## config.mk

```make
export PLATFORM = sky130hd
export DESIGN_NAME = mole_game_ctrl
export DESIGN_NICKNAME = d
export VERILOG_FILES = /design/src/rtl/mole_game_ctrl.sv
export SDC_FILE = /design/constraint.sdc
export NUM_CORES = 1
export LEC_CHECK = 0
export ABC_AREA = 0
export BUFFER_PORTS_ARGS = -buffer_cell sky130_fd_sc_hd__buf_2
export CAP_MARGIN = 20
export CELL_PAD_IN_SITES_DETAIL_PLACEMENT = 1
export CELL_PAD_IN_SITES_GLOBAL_PLACEMENT = 2
export CORE_MARGIN = 2
export CORE_UTILIZATION = 41
export CTS_CLUSTER_DIAMETER = 100
export CTS_CLUSTER_SIZE = 12
export DETAILED_ROUTE_END_ITERATION = 8
export PLACE_DENSITY = 0.88
export SYNTH_ARGS = -nofsm -noshare
export SYNTH_HDL_FRONTEND = slang
export SYNTH_SLANG_ARGS = --single-unit
```

## constraint.sdc

```tcl
create_clock -name CLK -period 12.46 [get_ports CLK]
set_clock_uncertainty 0.05 [all_clocks]
set_input_delay 1.246 -clock CLK [delete_from_list [all_inputs] [get_ports CLK]]
set_output_delay 1.246 -clock CLK [all_outputs]
set_load 0.01 [all_outputs]
```

## src/rtl/mole_game_ctrl.sv

```systemverilog
// mole_game_ctrl: whack-a-mole game controller feeding the square-grid renderer.
// Picks target cells per round from an 8-bit Galois LFSR, runs the round and
// reveal timers, and keeps saturating hit/miss totals over a fixed number of rounds.
// Optional build macro MOLE_FREERUN_LFSR_EN: the LFSR steps on every clock
// instead of only when a round is spawned.
module mole_game_ctrl #(
    parameter int unsigned TICK_DIV     = 1000000,
    parameter int unsigned ROUND_TICKS  = 150,
    parameter int unsigned REVEAL_TICKS = 50,
    parameter int unsigned ROUNDS       = 16,
    parameter logic [7:0]  LFSR_SEED    = 8'hA5
) (
    input  logic       CLK,
    input  logic       RST_BTN,
    input  logic       start,
    input  logic [7:0] btn,
    output logic [7:0] random_num,
    output logic [7:0] hit,
    output logic [7:0] score,
    output logic [7:0] misses,
    output logic [7:0] round_idx,
    output logic       game_over
);

    localparam int unsigned TW = (TICK_DIV > 1) ? $clog2(TICK_DIV) : 1;

    typedef enum logic [2:0] {IDLE, SPAWN, ACTIVE, REVEAL, GAMEOVER} state_t;

    state_t        state;
    logic          start_s1, start_s2, start_prev;
    logic [7:0]    btn_s1, btn_s2, btn_prev;
    logic          start_edge;
    logic [7:0]    press;
    logic [7:0]    lfsr, lfsr_next;
    logic [TW-1:0] tick_cnt;
    logic [15:0]   phase_ticks;
    logic          tick;
    logic [7:0]    good, bad, remaining;
    logic [7:0]    score_next, misses_press, misses_timeout;

    function automatic logic [3:0] popcnt(input logic [7:0] v);
        logic [3:0] n;
        n = 4'd0;
        for (int i = 0; i < 8; i++) n = n + {3'b000, v[i]};
        return n;
    endfunction

    function automatic logic [7:0] sat8(input logic [9:0] v);
        return (v > 10'd255) ? 8'hFF : v[7:0];
    endfunction

    assign start_edge = start_s2 & ~start_prev;
    assign press      = btn_s2 & ~btn_prev;
    assign lfsr_next  = {1'b0, lfsr[7:1]} ^ (lfsr[0] ? 8'hB8 : 8'h00);
    assign tick       = (tick_cnt == TW'(TICK_DIV - 1));

    // Two-flop synchronisers plus previous-value flops for rising-edge detection
    always_ff @(posedge CLK or negedge RST_BTN) begin
        if (!RST_BTN) begin
            start_s1   <= 1'b0;
            start_s2   <= 1'b0;
            start_prev <= 1'b0;
            btn_s1     <= 8'h00;
            btn_s2     <= 8'h00;
            btn_prev   <= 8'h00;
        end else begin
            start_s1   <= start;
            start_s2   <= start_s1;
            start_prev <= start_s2;
            btn_s1     <= btn;
            btn_s2     <= btn_s1;
            btn_prev   <= btn_s2;
        end
    end

    // Classify this cycle's presses and precompute the saturated totals
    always_comb begin
        good           = press & random_num;
        bad            = press & ~random_num & ~hit;
        remaining      = random_num & ~good;
        score_next     = sat8({2'b00, score} + {6'b000000, popcnt(good)});
        misses_press   = sat8({2'b00, misses} + {6'b000000, popcnt(bad)});
        misses_timeout = sat8({2'b00, misses} + {6'b000000, popcnt(bad)}
                              + {6'b000000, popcnt(remaining)});
    end

    // Target pattern generator: steps every clock or only at spawn depending on build
    always_ff @(posedge CLK or negedge RST_BTN) begin
        if (!RST_BTN) begin
            lfsr <= LFSR_SEED;
        end else begin
`ifdef MOLE_FREERUN_LFSR_EN
            lfsr <= lfsr_next;
`else
            if (state == SPAWN) lfsr <= lfsr_next;
`endif
        end
    end

    // Game sequencer with registered outputs, tick divider and phase tick counter
    always_ff @(posedge CLK or negedge RST_BTN) begin
        if (!RST_BTN) begin
            state       <= IDLE;
            random_num  <= 8'h00;
            hit         <= 8'h00;
            score       <= 8'h00;
            misses      <= 8'h00;
            round_idx   <= 8'h00;
            game_over   <= 1'b0;
            tick_cnt    <= '0;
            phase_ticks <= 16'd0;
        end else begin
            case (state)
                IDLE: begin
                    if (start_edge) state <= SPAWN;
                end
                SPAWN: begin
                    random_num  <= lfsr;
                    hit         <= 8'h00;
                    tick_cnt    <= '0;
                    phase_ticks <= 16'd0;
                    state       <= ACTIVE;
                end
                ACTIVE: begin
                    if (tick) begin
                        tick_cnt    <= '0;
                        phase_ticks <= phase_ticks + 16'd1;
                    end else begin
                        tick_cnt <= tick_cnt + TW'(1);
                    end
                    random_num <= remaining;
                    hit        <= hit | good;
                    score      <= score_next;
                    if (phase_ticks == 16'(ROUND_TICKS)) begin
                        misses      <= misses_timeout;
                        phase_ticks <= 16'd0;
                        state       <= REVEAL;
                    end else begin
                        misses <= misses_press;
                        if (remaining == 8'h00) begin
                            phase_ticks <= 16'd0;
                            state       <= REVEAL;
                        end
                    end
                end
                REVEAL: begin
                    if (phase_ticks == 16'(REVEAL_TICKS)) begin
                        phase_ticks <= 16'd0;
                        if (round_idx == 8'(ROUNDS - 1)) begin
                            random_num <= 8'h00;
                            hit        <= 8'hFF;
                            game_over  <= 1'b1;
                            state      <= GAMEOVER;
                        end else begin
                            round_idx <= round_idx + 8'd1;
                            state     <= SPAWN;
                        end
                    end else if (tick) begin
                        tick_cnt    <= '0;
                        phase_ticks <= phase_ticks + 16'd1;
                    end else begin
                        tick_cnt <= tick_cnt + TW'(1);
                    end
                end
                GAMEOVER: begin
                    if (start_edge) begin
                        score     <= 8'h00;
                        misses    <= 8'h00;
                        round_idx <= 8'h00;
                        game_over <= 1'b0;
                        state     <= SPAWN;
                    end
                end
                default: state <= IDLE;
            endcase
        end
    end

endmodule
```

==> results of run 1 <==
-- where the power goes --
part	switching (mW)	internal, mW	leakage [nW]	total, mW
Clock	0.183	0.331	0.292	0.514
Sequential	0.0638	0.428	1.47	0.492
Combinational	0.242	0.159	1.63	0.401
-- layer usage --
metal / wire length (µm) / global-route usage (%) / vias up
met1: 8380 / 30.2 / 2842
met2: 9130 / 38.5 / 96
met5: 0 / 0 / -
met3: 588 / 4.55 / 23
met4: 316 / 7.65 / 0
li1: - / - / 2581
-- kinds of logic (layout without fill, tap and decap cells) --
| family | count (synthesis) | in the layout | synth area share [%] |
|---|---|---|---|
| mux | 9 | 9 | 1.50 |
| compound gates | 174 | 174 | 16.7 |
| buf+inv | 59 | 123 | 3.72 |
| fa+ha+maj | 38 | 38 | 9.01 |
| xor+xnor | 19 | 19 | 2.55 |
| simple gates | 277 | 277 | 22.3 |
| flops | 115 | 115 | 44.2 |
-- cell usage in the layout, fill, tap and decap left out, types with 9 or more instances in the layout --
cell	instances
or3_1	10
nand2_1	81
nor2_1	47
clkbuf_16	17
nand2b_1	19
and2_1	9
xor2_1	9
a21oi_1	42
buf_2	50
a22o_1	10
o21ai_0	48
inv_1	35
nand3_1	27
dfrtp_1	111
xnor2_1	10
nor3_1	18
fa_1	15
nand4_1	9
a31oi_1	18
and3_1	12
ha_1	23
nor2b_1	15
-- through the flow --
stage	utilization [%]	hold WS, ns	setup slack [ns]	power [mW]	instances
after floorplan	-	0.281	6.68	0.752	691
after global placement	44.4	0.284	6.48	0.862	939
after detailed placement	44.4	0.286	6.28	0.893	939
after CTS	48.4	0.299	6.18	1.42	971
after global routing	48.4	0.309	5.98	1.50	971
final	48.4	0.296	6.20	1.41	971
-- area by class of cell --
cell class	instances	area, µm²
timing repair buffer	55	288
clock inverter	11	151
inverter	36	135
sequential	115	2880
multi-input combinational	517	3400
fill	1799	8110
tap	216	270
clock buffer	21	470
-- worst paths after layout --
path / start / end / depth (start not counted)
max: btn_prev[0] / misses[6] / 20
min in group asynchronous: RST_BTN / phase_ticks[13] / 1
max reg2reg: btn_prev[0] / misses[6] / 20
max in group asynchronous: RST_BTN / random_num[2] / 2
min reg2reg: btn_s1[5] / btn_s2[5] / 0
min: btn_s1[5] / btn_s2[5] / 0
-- worst max-delay path: stages, from the launching register on --
cell and delay, ns:
dfrtp_1 0.37, nand2b_1 0.17, nor3_1 0.28, fa_1 0.47
inv_1 0.09, fa_1 0.43, fa_1 0.53, fa_1 0.55
inv_1 0.06, fa_1 0.47, inv_1 0.05, fa_1 0.47
inv_1 0.05, fa_1 0.42, fa_1 0.43, a21o_1 0.20
a21o_1 0.26, and3_1 0.21, a31o_2 0.22, o31ai_1 0.24
o2bb2ai_1 0.14
==> metrics.txt, run 1 <==
die width ~130 µm; fin crit period between 6 and 7 ns; GPL Wtd Cong just over 0.8; Routed Antenna Nets 0; row count 46; Top reg by flops tick_cnt; Area Growth Syn to Fin 16.5%; die footprint between 15000 and 20000 µm²; initial core utilization ~42%; HP Class register to register; DR WL/cell ~19 µm; RSZ-0062 raised after global routing no; period utilisation layout roughly 50%; number of flops mapped to enable cells by yosys 0; Max VDD drop 0.0000978 V; post-synth cell types 69; synth cell count leaders dfrtp_1 (111), nand2_1 (81), o21ai_0 (48); Final Hold Violating Endpoints 0; TritonCTS clock tree done; Final Setup Violations 0; Placed Area 6980 µm²; Syn Inst Count 691; post_cts resized 0; headroom to the max-slew limit 29.7%; clk_lat worst skew about 0.42 ns; design area about 7600 µm²; Congestion Overflow GR 0; Via Count 5542; Async SR Flop Fraction 100%; Ys Warns 0; leading area contributor after synthesis dfrtp_1; # clock sinks approximately 120; H-tree lvl count 4; largest net degree at the start of global routing 60; core area 15700 µm²; status finished clean; CP max FO 7; kind of critical path register to register; vias in the first global route 5832; post-synthesis register bit count around 120; share of cells above drive strength 1 14.2%; antenna violations before repair 0; total of max-cap violations 0; DP HPWL roughly 13000 µm; post-CTS setup buffers 0; clk root buf clkbuf_16; DRT iter0 DRCs between 200 and 300; Reg clk slew, reported paths roughly 0.05 ns; final-report max-slew violation count 0; Crit. End Element register; First-pass DRT Iterations 5; worst slew pin tran 1.05 ns; first-pass GRT wire length 30200 µm; Avg Cell Area, Syn 9.44 µm²; syn_nets 740; CTS buffer count 17; Detailed Route WL 18400 µm; layout net count 791; GRT Util Overall a little under a quarter; drc violations 0; Diodes inserted 0; prevailing post-synth register cell dfrtp_1; Max Buffers Root-to-Sink 2; biggest regs tick_cnt: 20 flops, phase_ticks: 16 flops; # IOs 52; setup TNS 0 ns; Critical Path Source Type register; power per cell area roughly 190 nW/µm²; mapped cell area 6520 µm²; most common cell in the netlist dfrtp_1; Arrival @ worst endpoint around 6.6 ns; sequential area share after synthesis about 44%; post-synth top area share 42.6%; Die H approximately 130 µm; hold_buf cts 0; Via density 5.71; main area contributors after synthesis dfrtp_1 (43%), nand2_1 (4.7%), fa_1 (4.6%), ha_1 (4.4%), o21ai_0 (3.7%); Leak about 3.4 nW; port bufs 51; FMAX approximately 0.16 GHz; Reg2Reg Setup Slack 6.20 ns; Critical Path RT ~13 ns; max reg flops 20
Note: power is estimated with default switching activity, not from simulation.
==> inputs of run 2 (changes only) <==
- CORE_UTILIZATION: 41 -> 38
- PLACE_DENSITY: 0.88 -> 0.82
- clock period: 12.46 -> 6.45 ns (I/O delays scaled with it)
==> run 2 against run 1 <==
Compared with the run above: setup slack worse by 5.9 ns; routed wire length down 2.2%; combinational power up 88%; sequential share of layout area up 0.063 points; core utilization down 2.9 points; clock power up 85%; critical path type unchanged; largest cell class unchanged.
==> metrics.txt, run 2 (synthesis results as in run 1) <==
die width 135 µm; clk root buf clkbuf_16; Via density roughly 5.6; row count 47; GRT Util Overall between 20% and 30%; RSZ-0062 raised after global routing no; final std cells w/o fill between 900 and 1000; Area Growth Syn to Fin 16.3%; Fillers 1908; Top reg by flops tick_cnt; total of max-cap violations 0; FMAX 0.163 GHz; antenna violations before repair 0; port bufs 51; Post-Route M1 WL around 8300 µm; Congestion Overflow GR 0; DRT iter0 DRCs roughly 300; Leak around 3.4 nW; CTS buffer count 17; crit-path most repeated cell fa_1; kind of critical path register to register; Detailed Route WL ~18000 µm; Arrival @ worst endpoint approximately 6.4 ns; Critical Path RT slightly below 7 ns; Routed Antenna Nets 0; Final Hold Violating Endpoints 0; max incr delay on CP about 0.55 ns; core area 16700 µm²; CP max FO 7; max reg flops 20; fin crit period roughly 6 ns; Routed met2 length 8960 µm; worst r2r src btn_prev[2]; R2R depth 20; Via Count approximately 5500; most frequent cells in the layout dfrtp_1 (111), nand2_1 (81), buf_2 (50); worst slew pin tran roughly 1.0 ns; Critical Path Source Type register; Die H between 100 and 150 µm; Max VDD drop ~0.00018 V; # IOs 52; first-pass GRT wire length about 29000 µm; biggest regs tick_cnt: 20 flops, phase_ticks: 16 flops; Reg2Reg Setup Slack ~0.33 ns; Final Setup Violations 0; area occupied by registers between 2000 and 3000 µm²; Reg clk slew, reported paths about 0.060 ns; setup TNS 0 ns; worst setup margin approximately 0.33 ns; worst setup path end misses[6]; most common cell after layout, fill and taps aside dfrtp_1; TritonCTS clock tree done; period utilisation layout a little over nine tenths; H-tree lvl count 4; Setup crit start btn_prev[2]; Crit. End Element register; largest net degree at the start of global routing 78; area of the multi-input gates ~3400 µm²; crit-path cells nand2b_1 -> nor3_2 -> fa_1 -> inv_1 -> fa_1 -> fa_1 -> fa_1 -> inv_1 -> fa_1 -> inv_1 -> fa_1 -> inv_1 -> fa_1 -> fa_1 -> a21o_1 -> a21o_1 -> and3_1 -> a31o_2 -> o31ai_1 -> o2bb2ai_1; post-CTS setup buffers 0; initial core utilization 39.1%; met3 WL 543 µm; vias in the first global route 5639; HP Class primary input to async pin; worst r2r dst misses[6]; DR WL/cell about 18 µm; headroom to the max-slew limit around 31%; DP HPWL 13100 µm; # clock sinks ~120; power per cell area between 300 and 400 nW/µm²; die footprint ~18000 µm²; max layer used met4; Max Buffers Root-to-Sink 2; clk_lat worst skew 0.42 ns; layout net count 791; pre-CTS setup slack just under 0.3 ns; dpl cells 943; share of cells above drive strength 1 between 10% and 20%; GPL Wtd Cong 0.838; CP max stage cell fa_1; Diodes inserted 0; status finished clean; First-pass DRT Iterations 4; final-report max-slew violation count 0; drc violations 0
==> run 2: cell count changes in the layout (fill, tap and decap cells not counted) <==
cell        delta
clkbuf_8       -3
clkbuf_1       +1
clkinvlp_4     -3
nor3_2         +2
clkinv_2       +3
nor3_1         -2
clkinv_4       +2
==> run 2: how the worst min path moves through the flow <==
stage                            endpoint  slack (ns)  cells after the start       from
final                     phase_ticks[14]        0.15                      1    RST_BTN
after global routing      phase_ticks[14]        0.19                      1    RST_BTN
after CTS                 phase_ticks[14]        0.17                      1    RST_BTN
after detailed placement        btn_s2[3]        0.29                      0  btn_s1[3]
after global placement           start_s2        0.28                      0   start_s1
after floorplan                 btn_s2[0]        0.28                      0  btn_s1[0]
==> run 2: power by group <==
group | switching (mW) | internal [mW]
combinational | 0.453 | 0.301
clock | 0.346 | 0.607
sequential | 0.121 | 0.827
total | 0.920 | 1.73
==> run 2: area by class of cell <==
cell class,instances,share of cell area [%]
multi-input combinational,517,45.0
sequential,115,38.0
clock buffer,19,5.70
timing repair buffer,55,3.79
tap,220,3.63
clock inverter,13,2.13
inverter,36,1.78
==> run 2: worst max-delay path, delay by kind of cell, from the launching register on <==
kind | cells | cell delay [ns]
AOI/OAI and AO/OA | 5 | 1.04
and+or+nand+nor | 3 | 0.58
adders and majority gates | 8 | 3.74
DFF | 1 | 0.37
buffers and inverters | 4 | 0.25
==> run 2: what timing repair did <==
item,in CTS,in global routing
endpoints found under the setup margin,0,1
gates resized for setup,0,2
hold buffers,0,0
hold endpoints to repair,0,0
==> run 2: per-layer routing <==
| layer | vias to the layer above | global-route usage (%) |
|---|---|---|
| met1 | 2790 | 27.3 |
| met3 | 16 | 4.47 |
| li1 | 2584 | - |
| met5 | - | 0 |
| met4 | 0 | 5.38 |
| met2 | 90 | 34.7 |
==> run 2: stage by stage <==
stage          hold WS [ns]  util, %  instance area, µm²  power (mW)
2_1_floorplan         0.281        -                6520        1.45
3_3_place_gp          0.282     41.8                6980        1.67
3_5_place_dp          0.286     41.8                6980        1.72
4_1_cts               0.174     45.4                7580        2.69
5_1_grt               0.191     45.4                7590        2.84
6_report              0.154     45.4                7590        2.65
==> inputs of run 3 (changes only) <==
- ABC_AREA: 0 -> 1
- CORE_UTILIZATION: 38 -> 36
- PLACE_DENSITY: 0.82 -> 0.83
==> run 3 against run 2 <==
Compared with the run above: global-route usage is 0.20 points lower; combinational power is 38% higher; clock power hardly changed; via count is 11% higher; routed wire length is 8.7% higher; power is 7.8% higher; synthesized cell count is 32% higher; setup slack better by 0.16 ns; synthesized area is 8.6% higher.
==> metrics.txt, run 3 <==
status finished clean; final std cells w/o fill about 1200; Diodes inserted 0; most common cell after layout, fill and taps aside nand2_1; layout net count 1015; design area slightly above 8000 µm²; TritonCTS clock tree done; Final Hold Violating Endpoints 0; # IOs 52; Max Buffers Root-to-Sink 2; mapped cell area about 7000 µm²; core area 19400 µm²; Placed Area 7590 µm²; most frequent cells in the layout nand2_1 (236), inv_1 (139), dfrtp_1 (111); HP Class primary input to async pin; post-layout util 42.3%; fin crit period roughly 6.0 ns; Via density 4.87; GRT Util Overall around a fifth; antenna violations before repair 0; R2R depth 26; die width 144 µm; DR WL/cell 15.7 µm; dpl cells about 1200; total of max-cap violations 0; clk root buf clkbuf_16; Max VDD drop 0.000194 V; area of the multi-input gates around 3500 µm²; H-tree lvl count 4; GPL Wtd Cong between 0.8 and 0.9; Critical Path Source Type register; biggest regs tick_cnt: 20 flops, phase_ticks: 16 flops; first-pass GRT wire length 33100 µm; prevailing post-synth register cell dfrtp_1; initial core utilization between 30 and 40%; most common cell in the netlist nand2_1; sequential area share after synthesis 40.7%; Top reg by flops tick_cnt; CP max FO 8; First-pass DRT Iterations 5; final hold slack between 0.1 and 0.15 ns; DRT iter0 DRCs 250; Reg clk slew, reported paths 0.06 ns; drc violations 0; Worst path depth 26; port bufs 51; headroom to the max-slew limit between 40% and 50%; power per cell area about 350 nW/µm²; CP max stage cell fa_1; share of cells above drive strength 1 15.2%; main area contributors after synthesis dfrtp_1 (39%), nand2_1 (12%), inv_1 (7.4%), nand3_1 (5.4%), fa_1 (4.2%); CTS buffer count 17; hold_buf cts 0; Critical Path RT roughly 6.7 ns; setup TNS 0 ns; CP delay by family, top adder cells; synth cell count leaders nand2_1 (236), inv_1 (139), dfrtp_1 (111); Die H 144 µm; Arrival @ worst endpoint 6.22 ns; # clock sinks around 120; Avg Cell Area, Syn about 8 µm²; Leak 4.09 nW; clk_lat worst skew approximately 0.43 ns; Via Count around 6100; Fillers roughly 2400; kind of critical path register to register; DP HPWL roughly 14000 µm; Congestion Overflow GR 0; area occupied by registers around 2900 µm²; Area Growth Syn to Fin 15.9%; Syn Inst Count roughly 910; number of flops mapped to enable cells by yosys 0; crit-path most repeated cell fa_1; CP bufs+invs 6; Detailed Route WL just under 20000 µm; RSZ-0062 raised after global routing no; worst slew pin tran slightly below 0.8 ns; Crit. End Element register; max incr delay on CP around 0.57 ns; FMAX around 0.17 GHz; leading area contributor after synthesis dfrtp_1; final-report max-slew violation count 0; die footprint approximately 21000 µm²; vias in the first global route ~6400; post_cts resized 0; Async SR Flop Fraction 100%; max reg flops 20; syn_nets about 960; post-synthesis register bit count about 120; Routed Antenna Nets 0; row count 51; post-CTS setup buffers 0; largest net degree at the start of global routing between 70 and 80; post-synth cell types 44; Ys Warns 0; period utilisation layout 92.3%; Final Setup Violations 0; post-synth top area share 39.2%
[run 3: changes by cell type after synthesis, sizes merged, moves of 11 or more]
cell | before | now
nand2 | 81 | 246
nand4 | 9 | 20
nand2b | 19 | 0
nand3 | 27 | 79
a31oi | 18 | 0
inv | 35 | 151
xor2 | 9 | 25
and3 | 12 | 1
nor2b | 15 | 0
[run 3: kinds of logic after synthesis]
family | Yosys count | synth area share (%)
compound gates | 107 | 8.67
buf+inv | 171 | 9.62
xor+xnor | 33 | 4.08
simple gates | 448 | 28.7
flops | 115 | 40.7
fa+ha+maj | 38 | 8.30
[run 3: path summary, 6_finish.rpt]
kind                       startpoint   endpoint  slack [ns]
setup / recovery            btn_s2[2]  misses[5]        0.49
hold / removal                RST_BTN   score[3]        0.13
setup reg to reg            btn_s2[2]  misses[5]        0.49
hold reg to reg              start_s1   start_s2        0.30
max in group asynchronous     RST_BTN    lfsr[7]        5.10
min in group CLK               btn[7]  btn_s1[7]        0.27
[run 3: final cells by class]
class / instances / share of cell area (%)
timing repair buffer: 54 / 3.66
inverter: 152 / 6.95
multi-input combinational: 626 / 43.1
tap: 265 / 4.04
clock buffer: 19 / 5.51
clock inverter: 13 / 1.68
sequential: 115 / 35.1
[run 3: report_power, final]
part           total, mW  leakage (nW)  switching, mW  internal [mW]
Sequential         0.865          1.50         0.0684          0.797
Clock              0.953         0.286          0.389          0.564
Combinational       1.04          2.30          0.731          0.313
[run 3: metrics by stage]
stage,setup WS (ns),total power [mW]
after CTS,0.337,2.91
after global placement,0.619,1.91
after detailed placement,0.397,1.93
final,0.494,2.86
after global routing,0.0453,3.09
after floorplan,0.894,1.63
[run 3: per-layer routing]
metal	share of wire, %	global-route usage (%)	up-vias
met5	0	0	-
met2	48	33.9	73
met3	2.8	4.11	29
met1	47	27.2	2937
met4	1.7	6.08	0
li1	-	-	3021
